File: config.mk
export PLATFORM = sky130hd
export DESIGN_NAME = control_seq
export DESIGN_NICKNAME = d
export VERILOG_FILES = /design/src/rtl/control_seq.sv
export SDC_FILE = /design/constraint.sdc
export NUM_CORES = 1
export LEC_CHECK = 0
export CAP_MARGIN = 25
export CORE_AREA = 2 2 64 66
export CTS_CLUSTER_DIAMETER = 100
export DETAILED_ROUTE_END_ITERATION = 10
export DIE_AREA = 0 0 66 68
export PLACE_DENSITY = 0.89
export SYNTH_ARGS = -nofsm -noshare
export SYNTH_HDL_FRONTEND = slang
export SYNTH_SLANG_ARGS = --single-unit
File: constraint.sdc
create_clock -name clk -period 3.6 [get_ports clk]
set_input_delay 0.54 -clock clk [delete_from_list [all_inputs] [get_ports clk]]
set_output_delay 0.54 -clock clk [all_outputs]
set_load 0.03 [all_outputs]
File: src/rtl/control_seq.sv
// Two-cycle-per-instruction control sequencer: fetches from a 4x8 program store
// addressed by an external PC and drives increment/jump requests back to it.
module control_seq (
  input  logic       clk,
  input  logic       rst,
  input  logic       run,
  input  logic       p1,
  input  logic       p0,
  input  logic       prog_we,
  input  logic [1:0] prog_addr,
  input  logic [7:0] prog_data,
  output logic       inc,
  output logic       jnp,
  output logic       i1,
  output logic       i0,
  output logic       r2,
  output logic [3:0] acc,
  output logic [1:0] state,
  output logic       halted
);

  typedef enum logic [1:0] {
    IDLE  = 2'b00,
    FETCH = 2'b01,
    EXEC  = 2'b10,
    HALT  = 2'b11
  } state_t;

  typedef enum logic [1:0] {
    OP_LDI = 2'b00,
    OP_DEC = 2'b01,
    OP_JNZ = 2'b10,
    OP_HLT = 2'b11
  } opcode_t;

  state_t     cur_state;
  state_t     next_state;
  logic [7:0] store [4];
  logic [7:0] ir;
  logic [3:0] acc_next;
  opcode_t    opcode;

  assign opcode = opcode_t'(ir[7:6]);
  assign state  = cur_state;
  assign halted = (cur_state == HALT);

  always_ff @(posedge clk) begin
    if (rst) begin
      cur_state <= IDLE;
    end else begin
      cur_state <= next_state;
    end
  end

  // HLT wins over run so a halting program cannot be restarted without reset
  always_comb begin
    next_state = cur_state;
    unique case (cur_state)
      IDLE:    next_state = run ? FETCH : IDLE;
      FETCH:   next_state = EXEC;
      EXEC: begin
        if (opcode == OP_HLT) begin
          next_state = HALT;
        end else if (run) begin
          next_state = FETCH;
        end else begin
          next_state = IDLE;
        end
      end
      HALT:    next_state = HALT;
      default: next_state = IDLE;
    endcase
  end

  always_comb begin
    inc = 1'b0;
    jnp = 1'b0;
    i1  = 1'b0;
    i0  = 1'b0;
    if (cur_state == EXEC) begin
      unique case (opcode)
        OP_LDI: inc = 1'b1;
        OP_DEC: inc = 1'b1;
        OP_JNZ: begin
          inc = 1'b1;
          jnp = 1'b1;
          i1  = ir[5];
          i0  = ir[4];
        end
        OP_HLT: begin
          inc = 1'b0;
          jnp = 1'b0;
        end
        default: inc = 1'b0;
      endcase
    end
  end

  always_comb begin
    acc_next = acc;
    unique case (opcode)
      OP_LDI:  acc_next = ir[3:0];
      OP_DEC:  acc_next = acc - 4'd1;
      default: acc_next = acc;
    endcase
  end

  // Program writes are only accepted while nothing is executing
  always_ff @(posedge clk) begin
    if (rst) begin
      ir  <= 8'h00;
      acc <= 4'd0;
      r2  <= 1'b1;
      for (int k = 0; k < 4; k++) begin
        store[k] <= 8'h00;
      end
    end else begin
      if (prog_we && (cur_state == IDLE || cur_state == HALT)) begin
        store[prog_addr] <= prog_data;
      end
      if (cur_state == FETCH) begin
        ir <= store[{p1, p0}];
      end
      if (cur_state == EXEC) begin
        acc <= acc_next;
        r2  <= (acc_next == 4'd0);
      end
    end
  end

endmodule

==> results of run 1 <==
==> logic make-up (layout without fill, tap and decap cells) <==
family	Yosys count	count (layout)	share of synthesized area (%)
compound gates	20	20	6.62
xor+xnor	1	1	0.400
fa+ha+maj	5	5	2.85
buf+inv	16	43	3.48
flops	47	47	57.5
mux	16	16	11.9
simple gates	63	63	17.2
==> registers in the layout, indices dropped and copies added (netlist names) <==
name	cells
store	32
ir	8
r2	1
acc	4
state	2
==> power breakdown <==
group	internal, uW	switching [uW]
registers	610	20.2
clock network	143	185
logic	74.7	78.4
total	827	284
==> final timing paths <==
path	end	depth (start not counted)	from
max	i0	5	state[1]
min	ir[1]	2	ir[1]
max reg2reg	store[1][2]	6	state[1]
min reg2reg	ir[1]	2	ir[1]
==> cells in the final DEF, fill, tap and decap left out, types with 2 or more instances in the layout <==
| cell type | netlist | routed |
|---|---|---|
| sky130_fd_sc_hd__dfxtp_1 | 15 | 15 |
| sky130_fd_sc_hd__nor2_1 | 17 | 17 |
| sky130_fd_sc_hd__inv_6 | 0 | 2 |
| sky130_fd_sc_hd__a31oi_1 | 2 | 2 |
| sky130_fd_sc_hd__mux4_2 | 8 | 8 |
| sky130_fd_sc_hd__clkdlybuf4s50_1 | 0 | 27 |
| sky130_fd_sc_hd__and3_1 | 2 | 2 |
| sky130_fd_sc_hd__or2_1 | 2 | 2 |
| sky130_fd_sc_hd__edfxtp_1 | 32 | 32 |
| sky130_fd_sc_hd__inv_1 | 7 | 7 |
| sky130_fd_sc_hd__a31o_2 | 2 | 2 |
| sky130_fd_sc_hd__clkbuf_8 | 0 | 5 |
| sky130_fd_sc_hd__mux2i_1 | 8 | 8 |
| sky130_fd_sc_hd__a211oi_1 | 7 | 7 |
| sky130_fd_sc_hd__and2_1 | 34 | 34 |
| sky130_fd_sc_hd__ha_1 | 5 | 5 |
| sky130_fd_sc_hd__a21oi_1 | 3 | 3 |
==> stage by stage <==
stage / cells / power [uW] / utilization [%] / setup slack [ns]
2_1_floorplan: 168 / 738 / - / 1.10
3_3_place_gp: 237 / 787 / 64.4 / 1.07
3_5_place_dp: 237 / 796 / 64.4 / 0.950
4_1_cts: 245 / 1120 / 66.8 / 0.848
5_1_grt: 245 / 1150 / 66.8 / 0.712
6_report: 245 / 1110 / 66.8 / 0.858
==> worst max-delay path: cells and delay by family, from the launching register on <==
kind	cells	cell delay, ns
adder cells (fa/ha/maj)	1	0.41
AND/OR/NAND/NOR	3	0.39
flip-flops	1	0.43
buffers and inverters	1	0.67
==> area by class of cell <==
cell class	count	area share [%]
Timing Repair Buffer	28	10.8
Sequential cell	47	48.9
Clock inverter	3	1.02
Inverter	7	1.02
Tap cell	50	2.43
Clock buffer	5	2.67
Multi-Input combinational cell	105	33.2
==> routing by layer <==
layer | wire length [um] | track usage, %
met5 | 0 | 0
met4 | 36 | 6.12
met3 | 149 | 3.95
met2 | 2170 | 37.5
met1 | 1550 | 20.3
==> flow_results.xml, run 1 <==
<?xml version="1.0" encoding="UTF-8"?>
<metrics>
  <group name="timing">
    <metric name="setup_viol" unit="">0</metric>
    <metric name="grt_setup_unrepaired" unit="">no</metric>
    <metric name="timing_hold_violations_final" unit="">0</metric>
    <metric name="finalSetupTns" unit="ns">0</metric>
    <metric name="min_period_over_period" unit="%">76.2</metric>
    <metric name="timing_max_transition_violations_final" unit="">0</metric>
    <metric name="post-route-min-period" unit="ns">2.74</metric>
    <metric name="fmax" unit="MHz">365</metric>
    <metric name="hold-worst-slack" unit="ns">0.510</metric>
    <metric name="fin_skew" unit="ns">0.00514</metric>
    <metric name="worst-slew-pin-transition" unit="ns">0.526</metric>
    <metric name="relSlewSlack" unit="%">64.8</metric>
  </group>
  <group name="floorplanning">
    <metric name="die_width" unit="um">66</metric>
    <metric name="die_area" unit="um2">4490</metric>
    <metric name="row_count" unit="">23</metric>
    <metric name="design.core.area" unit="um2">3860</metric>
    <metric name="initial_core_utilization" unit="%">56.8</metric>
    <metric name="die_y" unit="um">68</metric>
    <metric name="io-pin-count" unit="">28</metric>
  </group>
  <group name="global_routing">
    <metric name="grt_first_pass_wirelength" unit="um">6130</metric>
    <metric name="grt_start_max_net_pins" unit="">21</metric>
    <metric name="first_global_vias" unit="">1281</metric>
    <metric name="grt_antenna_before_repair" unit="">0</metric>
    <metric name="track_usage" unit="%">19.0</metric>
    <metric name="globalRoute.totalOverflow" unit="">0</metric>
  </group>
  <group name="cells_and_area">
    <metric name="num-nets-final" unit="">215</metric>
    <metric name="final_layout_size_suffix_gt1_share" unit="%">11.3</metric>
    <metric name="multi_input_comb_area" unit="um2">855</metric>
    <metric name="layout.filler_cells" unit="">277</metric>
    <metric name="postLayoutCellArea" unit="um2">2580</metric>
    <metric name="area.growth.synth_to_final" unit="%">17.6</metric>
    <metric name="final-seq-area" unit="um2">1260</metric>
    <metric name="n_antenna_cell" unit="">0</metric>
  </group>
  <group name="setup_path">
    <metric name="worstSetupPathType" unit="">flip-flop to output pin</metric>
    <metric name="critical_path_arrival" unit="ns">2.20</metric>
    <metric name="cp_max_fo" unit="">11</metric>
    <metric name="reg2reg_slack" unit="ns">1.17</metric>
    <metric name="worst_setup_path_start_kind" unit="">flip-flop</metric>
    <metric name="timing.critical_path.cells" unit="">ha_1 -&gt; nand2_1 -&gt; nor2_1 -&gt; and2_1 -&gt; clkdlybuf4s50_1</metric>
    <metric name="worst_path_max_delay_cell" unit="">sky130_fd_sc_hd__clkdlybuf4s50_1</metric>
    <metric name="cp-end-kind" unit="">output pin</metric>
    <metric name="critical-path-max-stage-delay" unit="ns">0.67</metric>
    <metric name="critical_path_required" unit="ns">3.06</metric>
  </group>
  <group name="yosys">
    <metric name="yosys.area.top_type_share" unit="%">43.8</metric>
    <metric name="synth_seq_cells" unit="">47</metric>
    <metric name="synthArstFlopShare" unit="%">0</metric>
    <metric name="netlist-cell-type-count" unit="">34</metric>
    <metric name="yosysMostFrequentCell" unit="">sky130_fd_sc_hd__and2_1</metric>
    <metric name="synth_fp_nets" unit="">189</metric>
    <metric name="postSynthCellCount" unit="">168</metric>
    <metric name="synth-seq-area-share" unit="%">57.5</metric>
    <metric name="synth_area" unit="um2">2190</metric>
    <metric name="ys_warn_count" unit="">0</metric>
    <metric name="synth_edf_count" unit="">32</metric>
    <metric name="synth_top_area_cells" unit="">sky130_fd_sc_hd__edfxtp_1 (44%), sky130_fd_sc_hd__dfxtp_1 (14%), sky130_fd_sc_hd__and2_1 (9.7%)</metric>
    <metric name="ys.flop_type" unit="">sky130_fd_sc_hd__edfxtp_1</metric>
    <metric name="yosysTopAreaCell" unit="">sky130_fd_sc_hd__edfxtp_1</metric>
    <metric name="post_synth_most_frequent_cells" unit="">sky130_fd_sc_hd__and2_1 (34), sky130_fd_sc_hd__edfxtp_1 (32), sky130_fd_sc_hd__nor2_1 (17), sky130_fd_sc_hd__dfxtp_1 (15)</metric>
    <metric name="postSynthAreaPerCell" unit="um2">13.0</metric>
  </group>
  <group name="clock_network">
    <metric name="master_cell_of_the_clock_root_buffer" unit="">sky130_fd_sc_hd__clkbuf_8</metric>
    <metric name="worst_setup_hold_path_clk_slew" unit="ns">0.09</metric>
    <metric name="htreeDepth" unit="">2</metric>
    <metric name="cts_hold_repair.buffers" unit="">0</metric>
    <metric name="worst_skew_pair.late_latency" unit="ns">0.30</metric>
    <metric name="clock_tree_from_tritoncts" unit="">built</metric>
    <metric name="cts_made_buffers" unit="">5</metric>
    <metric name="tritoncts_sinks" unit="">47</metric>
    <metric name="clock_path_buffers" unit="">2</metric>
    <metric name="cts.repair_timing.setup_buffer_count" unit="">0</metric>
    <metric name="post_cts_resized" unit="">0</metric>
  </group>
  <group name="run">
    <metric name="maxCapViolations" unit="">0</metric>
  </group>
  <group name="placement">
    <metric name="placement.cell_area" unit="um2">2480</metric>
    <metric name="gp_routability_congestion" unit="">0.836</metric>
    <metric name="dp_hpwl" unit="um">3010</metric>
    <metric name="place.port_buffers" unit="">27</metric>
  </group>
  <group name="route">
    <metric name="detail_route.iter0.violations" unit="">83</metric>
    <metric name="vias_after_detailed_routing" unit="">1334</metric>
    <metric name="drc_errors" unit="">0</metric>
    <metric name="avgRoutedWirePerCell" unit="um">16.0</metric>
    <metric name="wirelength" unit="um">3910</metric>
    <metric name="route.detailed.vias_per_inst" unit="">5.44</metric>
    <metric name="route.antenna.remaining_nets" unit="">0</metric>
    <metric name="detailedRoute.firstPassIterationCount" unit="">4</metric>
  </group>
  <group name="pwr">
    <metric name="p_leak" unit="uW">0.000947</metric>
    <metric name="power.ir.vdd_worst" unit="uV">385</metric>
    <metric name="power.density_cell_area" unit="nW/um2">431</metric>
  </group>
  <group name="hold_path">
    <metric name="hp-class" unit="">flip-flop to flip-flop</metric>
  </group>
  <group name="run_status">
    <metric name="outcome" unit="">complete, no violations</metric>
  </group>
</metrics>
No activity file was read; power rests on OpenSTA's default activity.
==> run 2, diff against run 1 <==
Settings changed: CORE_AREA 2 2 64 66 to 2 2 67 69, DIE_AREA 0 0 66 68 to 0 0 69 71, PLACE_DENSITY 0.89 to 0.83.
Clock period 3.6 ns to 2.6 ns, I/O delays scaled along.
==> run 2 against run 1 <==
Net effect:
- critical path depth unchanged
- first-iteration DRC count down 36%
- clock-buffer cell count unchanged
- die area up 9.2%
- routed wire length up 0.36%
- sequential cell count unchanged
- clock skew up 0.0071 ns
- final area up 2.1%
- global-route usage down 1.4 points
- non-clock buffer count up 2
- sequential power up 38%
- register-to-register slack worse by 0.78 ns
==> flow_results.xml, run 2 (synthesized netlist as in run 1, its figures left out) <==
<?xml version="1.0" encoding="UTF-8"?>
<metrics>
  <group name="clock_network">
    <metric name="cts_made_buffers" unit="">5</metric>
    <metric name="cts_hold_repair.buffers" unit="">0</metric>
    <metric name="tritoncts_sinks" unit="">47</metric>
    <metric name="master_cell_of_the_clock_root_buffer" unit="">sky130_fd_sc_hd__clkbuf_8</metric>
    <metric name="clock_tree_from_tritoncts" unit="">built</metric>
    <metric name="htreeDepth" unit="">2</metric>
    <metric name="clock_path_buffers" unit="">2</metric>
    <metric name="worst_skew_pair.late_latency" unit="ns">0.30</metric>
    <metric name="cts.repair_timing.setup_buffer_count" unit="">0</metric>
    <metric name="worst_setup_hold_path_clk_slew" unit="ns">0.09</metric>
  </group>
  <group name="global_routing">
    <metric name="grt_start_max_net_pins" unit="">20</metric>
    <metric name="grt_antenna_before_repair" unit="">0</metric>
    <metric name="globalRoute.totalOverflow" unit="">0</metric>
    <metric name="first_global_vias" unit="">1424</metric>
    <metric name="track_usage" unit="%">17.6</metric>
    <metric name="grt_first_pass_wirelength" unit="um">6800</metric>
  </group>
  <group name="route">
    <metric name="route.antenna.remaining_nets" unit="">0</metric>
    <metric name="wirelength" unit="um">3930</metric>
    <metric name="detail_route.iter0.violations" unit="">53</metric>
    <metric name="vias_after_detailed_routing" unit="">1350</metric>
    <metric name="route.detailed.vias_per_inst" unit="">5.42</metric>
    <metric name="avgRoutedWirePerCell" unit="um">15.8</metric>
    <metric name="detailedRoute.firstPassIterationCount" unit="">4</metric>
    <metric name="drc_errors" unit="">0</metric>
  </group>
  <group name="pwr">
    <metric name="p_leak" unit="uW">0.00100</metric>
    <metric name="power.ir.vdd_worst" unit="uV">427</metric>
    <metric name="power.density_cell_area" unit="nW/um2">620</metric>
  </group>
  <group name="hold_path">
    <metric name="min_to" unit="">ir[0]</metric>
    <metric name="hp-class" unit="">flip-flop to flip-flop</metric>
    <metric name="timing.hold.worst_path_depth" unit="">2</metric>
    <metric name="hold_path_startpoint" unit="">ir[0]</metric>
  </group>
  <group name="setup_path">
    <metric name="timing.critical_path.cells" unit="">inv_1 -&gt; ha_4 -&gt; nand2_1 -&gt; nor2_1 -&gt; clkdlybuf4s50_1</metric>
    <metric name="worstSetupPathType" unit="">flip-flop to output pin</metric>
    <metric name="launch_instance_of_the_worst_register_to_register_path" unit="">state[1]</metric>
    <metric name="reg2reg_slack" unit="ns">0.39</metric>
    <metric name="worst_setup_path_startpoint" unit="">state[0]</metric>
    <metric name="critPathBufInv" unit="">2</metric>
    <metric name="reg2regPathDepth" unit="">6</metric>
    <metric name="cp-end-kind" unit="">output pin</metric>
    <metric name="critical_path_arrival" unit="ns">1.92</metric>
    <metric name="critPathTopFamily" unit="">buffers and inverters</metric>
    <metric name="critical_path_required" unit="ns">2.21</metric>
    <metric name="cp_num_cells" unit="">5</metric>
    <metric name="worst_path_max_delay_cell" unit="">sky130_fd_sc_hd__clkdlybuf4s50_1</metric>
    <metric name="critical-path-max-stage-delay" unit="ns">0.69</metric>
    <metric name="critical_path.reg2reg.endpoint" unit="">store[0][3]</metric>
    <metric name="worst_setup_path_start_kind" unit="">flip-flop</metric>
    <metric name="cp_max_fo" unit="">11</metric>
  </group>
  <group name="cells_and_area">
    <metric name="final_core_utilization" unit="%">62.6</metric>
    <metric name="num-nets-final" unit="">217</metric>
    <metric name="layout_common_cells" unit="">sky130_fd_sc_hd__and2_1 (34), sky130_fd_sc_hd__edfxtp_1 (32), sky130_fd_sc_hd__clkdlybuf4s50_1 (25)</metric>
    <metric name="area.growth.synth_to_final" unit="%">20.1</metric>
    <metric name="biggestRegsByFlops" unit="">store: 32 flops, ir: 8 flops, acc: 4 flops</metric>
    <metric name="top_register" unit="">store</metric>
    <metric name="layout.filler_cells" unit="">333</metric>
    <metric name="n_antenna_cell" unit="">0</metric>
    <metric name="max_ffs_per_register" unit="">32</metric>
    <metric name="final_layout_size_suffix_gt1_share" unit="%">12.7</metric>
    <metric name="layout.cells.most_common" unit="">sky130_fd_sc_hd__and2_1</metric>
  </group>
  <group name="timing">
    <metric name="post-route-min-period" unit="ns">2.31</metric>
    <metric name="finalSetupTns" unit="ns">0</metric>
    <metric name="setup_viol" unit="">0</metric>
    <metric name="timing_max_transition_violations_final" unit="">0</metric>
    <metric name="timing_hold_violations_final" unit="">0</metric>
    <metric name="relSlewSlack" unit="%">65.7</metric>
    <metric name="min_period_over_period" unit="%">89.0</metric>
    <metric name="worst-slew-pin-transition" unit="ns">0.513</metric>
    <metric name="fmax" unit="MHz">432</metric>
    <metric name="fin_skew" unit="ns">0.0123</metric>
    <metric name="grt_setup_unrepaired" unit="">no</metric>
  </group>
  <group name="floorplanning">
    <metric name="io-pin-count" unit="">28</metric>
    <metric name="die_area" unit="um2">4900</metric>
    <metric name="die_width" unit="um">69</metric>
    <metric name="row_count" unit="">24</metric>
    <metric name="design.core.area" unit="um2">4200</metric>
    <metric name="initial_core_utilization" unit="%">52.1</metric>
    <metric name="die_y" unit="um">71</metric>
  </group>
  <group name="run_status">
    <metric name="outcome" unit="">complete, no violations</metric>
  </group>
  <group name="run">
    <metric name="maxCapViolations" unit="">0</metric>
  </group>
  <group name="placement">
    <metric name="dp_hpwl" unit="um">3040</metric>
    <metric name="gp_routability_congestion" unit="">0.766</metric>
    <metric name="place.port_buffers" unit="">27</metric>
  </group>
</metrics>
-- run 2: stage by stage --
stage | hold WS, ns | power, uW | setup slack, ns | instance area (um2) | cells
after floorplan | 0.452 | 1020 | 0.253 | 2190 | 168
after global placement | 0.478 | 1090 | 0.430 | 2500 | 241
after detailed placement | 0.483 | 1100 | 0.291 | 2500 | 241
after CTS | 0.506 | 1640 | 0.0559 | 2620 | 249
after global routing | 0.534 | 1690 | 0.132 | 2630 | 249
final | 0.503 | 1630 | 0.287 | 2630 | 249
-- run 2: where the power goes --
group          switching [uW]  leakage [uW]  internal, uW  total, uW
registers                28.2      0.000455           844        872
clock network             253     0.0000548           290        543
logic                     110      0.000491           106        216
-- run 2: final cells by class --
cell class	count	area, um2	area share (%)
timing repair buffer	30	298	11.3
tap	52	65.1	2.47
inverter	7	26.3	0.998
sequential	47	1260	47.9
clock buffer	5	68.8	2.61
multi-input combinational	105	867	32.9
clock inverter	3	46.3	1.76
-- run 2: worst max-delay path by stage --
stage               endpoint  slack, ns
detailed placement        i1       0.29
global placement          i1       0.43
global route             jnp       0.13
CTS                       i1       0.06
finish                   jnp       0.29
floorplan                 i0       0.25
-- run 2: routing by layer --
layer | track usage (%) | up-vias | routed length [um]
li1 | - | 660 | -
met1 | 20.5 | 656 | 1600
met2 | 33.0 | 30 | 2150
met3 | 3.85 | 4 | 139
met4 | 4.58 | 0 | 29
met5 | 0 | - | 0
-- run 2: timing repair --
item,CTS,global route
resized for setup,1,3
endpoints found under the setup margin,2,2
endpoints found under the hold margin,0,0
-- run 2: worst register-to-register path: cells and delay by family, from the launching register on --
family	cells	cell delay, ns
fa+ha+maj	1	0.32
buf+inv	1	0.10
flops	1	0.46
simple gates	4	1.02
